File: config.mk
export PLATFORM = sky130hd
export DESIGN_NAME = minrv32_mem_bridge
export DESIGN_NICKNAME = d
export VERILOG_FILES = /design/src/rtl/minrv32_mem_pkg.sv /design/src/rtl/minrv32_mem_bridge.sv
export SDC_FILE = /design/constraint.sdc
export NUM_CORES = 1
export LEC_CHECK = 0
export ABC_AREA = 1
export CORE_ASPECT_RATIO = 1.4
export CORE_MARGIN = 2
export CORE_UTILIZATION = 30
export DETAILED_ROUTE_END_ITERATION = 8
export GPL_TIMING_DRIVEN = 0
export PLACE_DENSITY = 0.77
export SLEW_MARGIN = 25
export SYNTH_ARGS = -nofsm -noshare
export SYNTH_HDL_FRONTEND = slang
export SYNTH_SLANG_ARGS = --single-unit
File: constraint.sdc
create_clock -name clk -period 1.4 [get_ports clk]
set_input_delay 0.42 -clock clk [delete_from_list [all_inputs] [get_ports clk]]
set_output_delay 0.42 -clock clk [all_outputs]
set_load 0.02 [all_outputs]
File: src/rtl/minrv32_mem_pkg.sv
`timescale 1ns/1ps
// Shared definitions for the minrv32 memory bridge: FSM states, default SRAM window,
// and the request legality check reused by the core-side assertions.
package minrv32_mem_pkg;

    typedef enum logic [2:0] {
        ST_IDLE,
        ST_SRAM,
        ST_WAIT,
        ST_RESP,
        ST_ERR
    } bridge_state_e;

    localparam logic [31:0] DEFAULT_BASE_ADDR   = 32'h0001_0000;
    localparam int unsigned DEFAULT_DEPTH_WORDS = 16384;

    // In-window, word-aligned, and not an instruction fetch that tries to write.
    function automatic logic req_legal(
        input logic [31:0] addr,
        input logic        instr,
        input logic [3:0]  wstrb,
        input logic [31:0] base,
        input int unsigned depth_words
    );
        logic [32:0] limit;
        logic        in_window;
        limit     = {1'b0, base} + (33'(depth_words) << 2);
        in_window = ({1'b0, addr} >= {1'b0, base}) && ({1'b0, addr} < limit);
        return in_window && (addr[1:0] == 2'b00) && !(instr && (wstrb != 4'b0000));
    endfunction

endpackage

File: src/rtl/minrv32_mem_bridge.sv
`timescale 1ns/1ps
// Memory-side slave for the minrv32 native bus: issues one SRAM access per legal request,
// inserts WAIT_STATES extra cycles, and answers illegal requests with a bus error pulse.
module minrv32_mem_bridge
    import minrv32_mem_pkg::*;
#(
    parameter  logic [31:0] BASE_ADDR   = DEFAULT_BASE_ADDR,
    parameter  int unsigned DEPTH_WORDS = DEFAULT_DEPTH_WORDS,
    parameter  int unsigned WAIT_STATES = 0,
    localparam int unsigned AW          = $clog2(DEPTH_WORDS)
) (
    input  logic          clk,
    input  logic          resetn,
    input  logic          mem_valid,
    input  logic          mem_instr,
    input  logic [31:0]   mem_addr,
    input  logic [31:0]   mem_wdata,
    input  logic [3:0]    mem_wstrb,
    output logic          mem_ready,
    output logic [31:0]   mem_rdata,
    output logic          bus_err,
    output logic          sram_ce,
    output logic [3:0]    sram_we,
    output logic [AW-1:0] sram_addr,
    output logic [31:0]   sram_wdata,
    input  logic [31:0]   sram_rdata
);

    bridge_state_e state_q, state_d;
    logic [3:0]    wait_cnt_q;
    logic [31:0]   rdata_q;
    logic          write_q;
    logic          legal;

    assign legal      = req_legal(mem_addr, mem_instr, mem_wstrb, BASE_ADDR, DEPTH_WORDS);
    assign sram_addr  = AW'((mem_addr - BASE_ADDR) >> 2);
    assign sram_wdata = mem_wdata;

    // NOTE: every output gets a default before the case so no path can infer a latch.
    always_comb begin
        state_d   = state_q;
        sram_ce   = 1'b0;
        sram_we   = 4'b0000;
        mem_ready = 1'b0;
        bus_err   = 1'b0;
        mem_rdata = 32'h0;
        unique case (state_q)
            ST_IDLE: begin
                if (mem_valid) begin
                    if (legal) begin
                        // The strobe is combinational, so gate it off while reset is held.
                        sram_ce = resetn;
                        sram_we = resetn ? mem_wstrb : 4'b0000;
                        state_d = ST_SRAM;
                    end else begin
                        state_d = ST_ERR;
                    end
                end
            end
            ST_SRAM: state_d = (WAIT_STATES > 0) ? ST_WAIT : ST_RESP;
            ST_WAIT: begin
                if (wait_cnt_q == 4'd1) begin
                    state_d = ST_RESP;
                end
            end
            ST_RESP: begin
                mem_ready = 1'b1;
                mem_rdata = rdata_q;
                state_d   = ST_IDLE;
            end
            ST_ERR: begin
                mem_ready = 1'b1;
                bus_err   = 1'b1;
                state_d   = ST_IDLE;
            end
            default: state_d = ST_IDLE;
        endcase
    end

    // NOTE: registers use non-blocking assignments so every flop samples pre-edge values.
    always_ff @(posedge clk or negedge resetn) begin
        if (!resetn) begin
            state_q    <= ST_IDLE;
            wait_cnt_q <= 4'd0;
            rdata_q    <= 32'h0;
            write_q    <= 1'b0;
        end else begin
            state_q <= state_d;
            if (state_q == ST_IDLE && mem_valid) begin
                write_q <= (mem_wstrb != 4'b0000);
            end
            if (state_q == ST_SRAM) begin
                rdata_q    <= write_q ? 32'h0 : sram_rdata;
                wait_cnt_q <= 4'(WAIT_STATES);
            end else if (state_q == ST_WAIT) begin
                wait_cnt_q <= wait_cnt_q - 4'd1;
            end
        end
    end

endmodule

==> results.md, run 1 <==
- The flow ran to the end, but the final reports show violations.
- The final reports fail on negative setup slack.
- By area the synthesized netlist is led by dfrtp_1 (37%), buf_4 (14%), nand3_2 (10%).
- After detailed routing, the total wire length is 9170 um.
- The number of maximum-capacitance violations is 0.
- Setup repair after global routing could not meet its margin everywhere.
- For the pin with the worst max-slew slack, the measured transition is 0.311 ns.
- The via count is 2,734.
- The initial utilization of the core area, before any placement, comes to 0.304.
- For this design the ratio of total power to cell area is 623 mW/mm^2.
- Subtracting the final worst setup slack from the clock period gives 1.88 ns.
- The clock tree from TritonCTS is built.
- The clock-pin transition on the worst setup and hold timing paths is 0.06 ns.
- Buffers inserted during clock tree synthesis total 5.
- The row count is 41.
- In this run the worst path has a maximum fanout of 5.
- The global-route congestion overflow total is 0.
- The clock net sink count is 40.
- Across every metal layer, demand over resource in global routing totals 0.171.
- The analysis attributes to cell leakage a power of 2.47 nW.
- The synthesized netlist net count is 415.
- The cell area after placement is 0.00459 mm^2.
- The first-pass iteration count of the detailed router is 4.
- Timing would allow up to 0.532 GHz.
- Counting every instance in the synthesized netlist gives 309.
- The area of the die is 0.00982 mm^2.
- The layout-stage area growth over the synthesis result is 92.2%.
- The tightest min-delay check is of the in -> async type.
- Between clock sinks in the finished design, the worst skew comes to 0.00643 ns.
- The wire length of the first global-routing pass is 13,200 um.
- The async set or reset register ratio after synthesis is 1.00.
- The most common cell in the synthesized netlist is nor2_1.
- The top cell type's share of synthesized area is 0.369.
- The quantity of I/O buffers inserted on ports is 142.
- The I/O pin count is 189.
- The maximum single-stage delay on the critical path is 0.44 ns.
- Yosys printed 0 warnings.
- After detailed routing, the number of remaining DRC violations is 0.
- Measured against its own limit, the worst slew margin works out to 0.791.
- After routing the design area is 0.00521 mm^2.
- The synthesized design contains 0 enable-type register cells.
- The required time of the critical path is 0.98 ns.
- Counting instances in the post-synthesis netlist gives the leading cell types as nor2_1 (59), buf_4 (49), inv_1 (47), dfrtp_1 (40), o21ai_2 (30).
- The HPWL after detailed placement is 6650 um.
- The average wire per cell in the routed design is 15.2 um.
- The number of buffers and inverters on the critical path is 3.
- The setup total negative slack is -17.80 ns.
- The maximum buffer depth of the clock tree is 2.
- The synthesized cell area is 0.00271 mm^2.
- The routability-driven placement congestion ratio is 0.833.
- The worst-case IR drop observed on VDD is 0.431 mV.
- The share of the Yosys chip area taken by registers is 0.369.
- The cell with the largest stage delay on the worst path is dfrtp_2.
- The floorplan step set the die height to 116 um.
- The synthesized area per cell is 8.77 um^2.
- Data arrives at the worst endpoint at 1.46 ns.
- The remaining antenna violation count after routing is 0.
- The final number of max-transition violations is 0.
- The type of the setup path with the least slack is reg -> out.
- The largest net degree at the start of global routing is 22.
- STA classifies the critical path startpoint as a flip-flop.
- The most common flop cell mapped by yosys is dfrtp_1.
- Clock tree synthesis selected as its root buffer the cell clkbuf_16.
- The number of global-route vias before repair is 2,850.
- The floorplan step defined a core boundary enclosing 0.00893 mm^2.
- The deepest level of the CTS H-tree is 2.
- The later pin in the worst-skew pair is clocked with a latency of 0.28 ns.
- After layout, the worst setup slack is -0.479 ns.
- The count of final hold-check violations is 0.
- The type of element capturing the critical path is an output pin.
- The critical path's top delay family is flip-flops.
- The share of the clock period used by the worst path after layout is 1.34.
- Setup violations remaining at the end of the flow were counted as 43.
- After the first detailed-routing iteration, the DRC count stood at 65.
- The flip-flop and latch count after synthesis is 40.
- The distinct cell type count of the synthesized netlist is 25.
- The net count of the finished layout is 600.
- 0 antenna diodes ended up in the layout.
- The number of antenna violations at the first check in global routing came to 0.
- The fraction of layout instances using a drive strength above 1 is 0.576.
- Walking the worst path, the cells encountered are buf_6 -> nor2_4 -> nand3_2 -> inv_2 -> nand2_4 -> nor2_4 -> buf_6.
- After detailed routing, the number of vias per cell comes to 4.54.
- The library cell occupying the most area in the post-synthesis netlist is dfrtp_1.
- The floorplan step set the die width to 84.3 um.
## metrics by stage
stage / hold WS [ns] / cells / setup WS (ns) / power, W / utilization
floorplan: 0.124 / 309 / -0.183 / 0.00152 / -
global placement: 0.507 / 558 / -2.50 / 0.00188 / 0.512
detailed placement: 0.436 / 559 / -1.42 / 0.00190 / 0.514
CTS: 0.0359 / 595 / -0.480 / 0.00327 / 0.562
global route: 0.0472 / 602 / -0.528 / 0.00337 / 0.584
finish: 0.0335 / 602 / -0.479 / 0.00325 / 0.584
## sequential cells by signal, indices dropped and copies added (netlist names)
| signal | cells |
|---|---|
| rdata_q | 32 |
| state_q | 3 |
| wait_cnt_q | 4 |
| write_q | 1 |
## report_power, final
| group | total [W] | switching, W | internal (W) |
|---|---|---|---|
| logic | 0.000694 | 0.000323 | 0.000371 |
| clock network | 0.00136 | 0.000468 | 0.000893 |
| registers | 0.00119 | 0.00000972 | 0.00118 |
| total | 0.00325 | 0.000800 | 0.00244 |
## layout make-up
class | count | area (um^2)
Tap cell | 107 | 134
Timing Repair Buffer | 178 | 1730
Inverter | 51 | 194
Sequential cell | 40 | 1000
Clock inverter | 2 | 38.8
Clock buffer | 6 | 139
Buffer | 59 | 556
Fill cell | 768 | 3710
Multi-Input combinational cell | 159 | 1420
## kinds of logic after synthesis
family                   synth area share
AND/OR/NAND/NOR                     0.239
buffers and inverters               0.259
AO/OA/AOI/OAI                       0.120
flip-flops                          0.369
adder cells (fa/ha/maj)           0.00923
XOR/XNOR                          0.00323
## worst paths after layout
path	from	to	slack [ns]	cells after the start
setup reg to reg	state_q[2]$_DFFE_PN0P_	wait_cnt_q[3]$_DFFE_PN0N_	-0.12	8
setup / recovery	state_q[2]$_DFFE_PN0P_	sram_we[3]	-0.48	7
min in group clk	rdata_q[6]$_DFFE_PN0N_	rdata_q[6]$_DFFE_PN0N_	0.55	2
max in group asynchronous	resetn	rdata_q[24]$_DFFE_PN0N_	0.96	2
hold reg to reg	rdata_q[6]$_DFFE_PN0N_	rdata_q[6]$_DFFE_PN0N_	0.55	2
hold / removal	resetn	rdata_q[12]$_DFFE_PN0N_	0.03	1
## timing repair
action,4_1_cts,5_1_grt
gates cloned,0,3
pin swaps,25,20
buffers inserted,28,5
resized for setup,380,22
endpoints found under the setup margin,85,43
hold buffers,0,0
## layer usage
metal	vias to the layer above	global-route usage	wire length, um	part of all wire
met5	-	0	0	0
met4	0	0.0487	129	0.014
met3	10	0.0360	733	0.080
met2	153	0.327	5040	0.55
met1	1279	0.192	3260	0.36
li1	1292	-	-	-
## cells in the final DEF, fill, tap and decap left out, types with 7 or more instances in the layout
| cell type | instances |
|---|---|
| buf_4 | 77 |
| dlygate4sd2_1 | 52 |
| buf_6 | 46 |
| inv_1 | 45 |
| nor2_4 | 44 |
| dfrtp_1 | 39 |
| clkdlybuf4s50_1 | 32 |
| o21ai_2 | 31 |
| nand3_2 | 30 |
| buf_12 | 10 |
| nor2_1 | 10 |
| buf_2 | 9 |
| clkbuf_16 | 8 |
| nand2_1 | 7 |
Power figures use the tool's default switching activity.
==> run 2: changes to the inputs <==
--- a/config.mk
+++ b/config.mk
@@ -12,6 +12,7 @@
 export DETAILED_ROUTE_END_ITERATION = 8
 export GPL_TIMING_DRIVEN = 0
 export PLACE_DENSITY = 0.77
+export SKIP_LAST_GASP = 1
 export SLEW_MARGIN = 25
 export SYNTH_ARGS = -nofsm -noshare
 export SYNTH_HDL_FRONTEND = slang
==> run 2 against run 1 <==
Net effect:
- the run still ends with negative setup slack left
- power shrank 0.10%
- design area shrank 0.17%
- via count shrank 0.66%
- sequential share of layout area is essentially flat
- sequential power is essentially flat
- clock skew shrank 0.0017 ns
- register-to-register slack is essentially flat
- maximum frequency shrank 0.58%
- cell count is the same
- clock power is essentially flat
- critical path type unchanged
- highest routed layer unchanged
==> results.md, run 2 (synthesized netlist as in run 1, its figures left out) <==
- The largest registers in the layout are rdata_q: 32 flops, wait_cnt_q: 4 flops, state_q: 3 flops.
- Data arrives at the worst endpoint at 1.47 ns.
- Once detail routing completed, the nets flagged for antenna violations numbered 0.
- In the layout the commonest cells are buf_4 (77), dlygate4sd2_1 (52), buf_6 (47).
- Clock tree synthesis inserted a total of 5 buffers.
- Traced cell by cell, the critical path runs through buf_6 -> nor2_4 -> nand3_2 -> inv_2 -> nand2_4 -> nor2_4 -> buf_6.
- Once placement finished, the instance area stood at 0.00459 mm^2.
- The critical-path maximum fanout is 5.
- The number of endpoints failing setup at the final stage is 43.
- At the later pin of the worst-skew pair, clock insertion delay measures 0.28 ns.
- Setup repair after global routing could not meet its margin everywhere.
- The final reports fail on negative setup slack.
- Counting the fill cells in the layout gives 766.
- The H-tree generated during clock tree synthesis spans 2 levels.
- On the critical path, the stage with the largest delay is an instance of dfrtp_2.
- The clock net sink count is 40.
- The hold-fix buffer count after cts is 0.
- After the last flow step, the layout net total stands at 600.
- In this run the worst hold path is classified as in -> async.
- The flow ran to the end, but the final reports show violations.
- The wire length reported by the detailed router is 9180 um.
- The completed layout was analyzed and its total power is 0.00324 W.
- The floorplan step defined a die boundary enclosing 0.00982 mm^2.
- For this design the top-level I/O count stands at 189.
- The critical path is of the reg -> out type.
- The final number of max-transition violations is 0.
- The tool flagged a number of max-cap violations equal to 0.
- The worst-case setup margin in the final layout is -0.490 ns.
- The global-route congestion overflow total is 0.
- The maximum buffer depth of the clock tree is 2.
- Counting both buffers and inverters, the worst setup path holds a total of 3.
- The first global-routing pass estimated 13,300 um of wire.
- The shortest clock period the worst path allows after layout is 1.89 ns.
- The routability-driven placement congestion ratio is 0.833.
- From synthesis to final layout, the design area changed by 91.9%.
- The clock tree from TritonCTS is built.
- The number of antenna violations at the first check in global routing is 0.
- After detailed routing, the number of vias per cell comes to 4.51.
- After detailed routing, the number of remaining DRC violations is 0.
- The first-pass iteration count of the detailed router is 4.
- The fraction of layout instances using a drive strength above 1 is 0.576.
- The type of element capturing the critical path is an output pin.
- In the finished design, the share of the clock period the worst path needs comes to 1.35.
- The achievable frequency is 0.529 GHz.
- For this run, the total global-route usage over all layers was measured as 0.172.
- Once layout is done, the placed cells without fillers occupy 0.00520 mm^2.
- The die width is 84.3 um.
- The worst pin sits at a relative slew slack of 0.788.
- The cell family contributing the most delay on the critical path is flip-flops.
- In the final routed layout, each cell accounts on average for 15.3 um.
- For this configuration, the core starts out at a cell density of 0.304.
- In this run the standard cell core region covers 0.00893 mm^2.
- The pin slew with the least headroom to its limit is 0.319 ns.
- The detailed placement HPWL is 6650 um.
- The root buffer cell chosen for the clock tree is clkbuf_16.
- More flip-flops sit in one register than any other, and that register is rdata_q.
- The via count is 2,716.
- The number of flip-flops under the largest register name is 32.
- The floorplan has 41 rows.
- The count of final hold-check violations came to 0.
- In this run the static leakage power is 2.47 nW.
- The clock-pin transition on the worst setup and hold timing paths is 0.06 ns.
- Leaving out fill and tap cells, the most frequent cell in the layout is buf_4.
- Final hold analysis gives a worst-case slack of 0.0337 ns.
- Buffers placed on the I/O ports in this run total 142.
- Data on the critical path is required at its endpoint by 0.98 ns.
- The number of global-route vias before repair was 2,852.
- The power density relative to cell area is 623 mW/mm^2.
- The maximum single-stage delay on the critical path is 0.44 ns.
- Entering global routing, the biggest net connects 22 pins.
- The worst clock skew is 0.00472 ns.
- The worst setup path is launched from a flip-flop.
- 0 antenna diodes ended up in the layout.
- The worst-case vdd ir drop is 0.440 mV.
- In this run, the number of DRC markers left after iteration 0 of detailed routing was 77.
- The die extent in y is 116 um.
run 2: cell counts in the layout (fill, tap and decap cells not counted):
No cell type changed its count.
run 2: metrics by stage:
step | cells | TNS (ns) | util | setup WS, ns
finish | 602 | -16.68 | 0.583 | -0.490
global route | 602 | -20.14 | 0.583 | -0.534
CTS | 595 | -16.43 | 0.544 | -0.480
detailed placement | 559 | -34.68 | 0.514 | -1.42
global placement | 558 | -87.22 | 0.512 | -2.50
floorplan | 309 | -1.38 | - | -0.183
run 2: final cells by class:
class	count	area [um^2]	area share
inverter	51	194	0.0373
multi-input combinational	159	1420	0.273
timing repair buffer	178	1720	0.330
clock buffer	6	139	0.0267
sequential	40	1000	0.193
clock inverter	2	38.8	0.00746
tap	107	134	0.0257
buffer	59	556	0.107
run 2: worst paths after layout:
path / cells past startpoint / slack [ns] / startpoint / to
max: 7 / -0.49 / state_q[2]$_DFFE_PN0P_ / sram_we[2]
min: 1 / 0.03 / resetn / rdata_q[12]$_DFFE_PN0N_
max in group asynchronous: 2 / 0.95 / resetn / rdata_q[24]$_DFFE_PN0N_
min reg2reg: 2 / 0.55 / rdata_q[16]$_DFFE_PN0N_ / rdata_q[16]$_DFFE_PN0N_
max reg2reg: 8 / -0.12 / state_q[2]$_DFFE_PN0P_ / wait_cnt_q[3]$_DFFE_PN0N_
min in group clk: 6 / 0.55 / mem_addr[21] / state_q[0]$_DFFE_PN0P_
run 2: power breakdown:
| group | internal, W | switching (W) |
|---|---|---|
| clock network | 0.000893 | 0.000464 |
| logic | 0.000371 | 0.000324 |
| registers | 0.00118 | 0.00000990 |
| total | 0.00244 | 0.000797 |
run 2: timing repair:
item / 4_1_cts / 5_1_grt
resized for setup: 331 / 72
setup buffers: 28 / 5
pin swaps: 24 / 20
setup endpoints to repair: 85 / 45
gates cloned: 0 / 3
run 2: per-layer routing:
layer,global-route usage,up-vias,share of wire
met4,0.0487,0,0.014
met2,0.326,149,0.55
met5,0,-,0
li1,-,1295,-
met1,0.193,1262,0.36
met3,0.0375,10,0.079
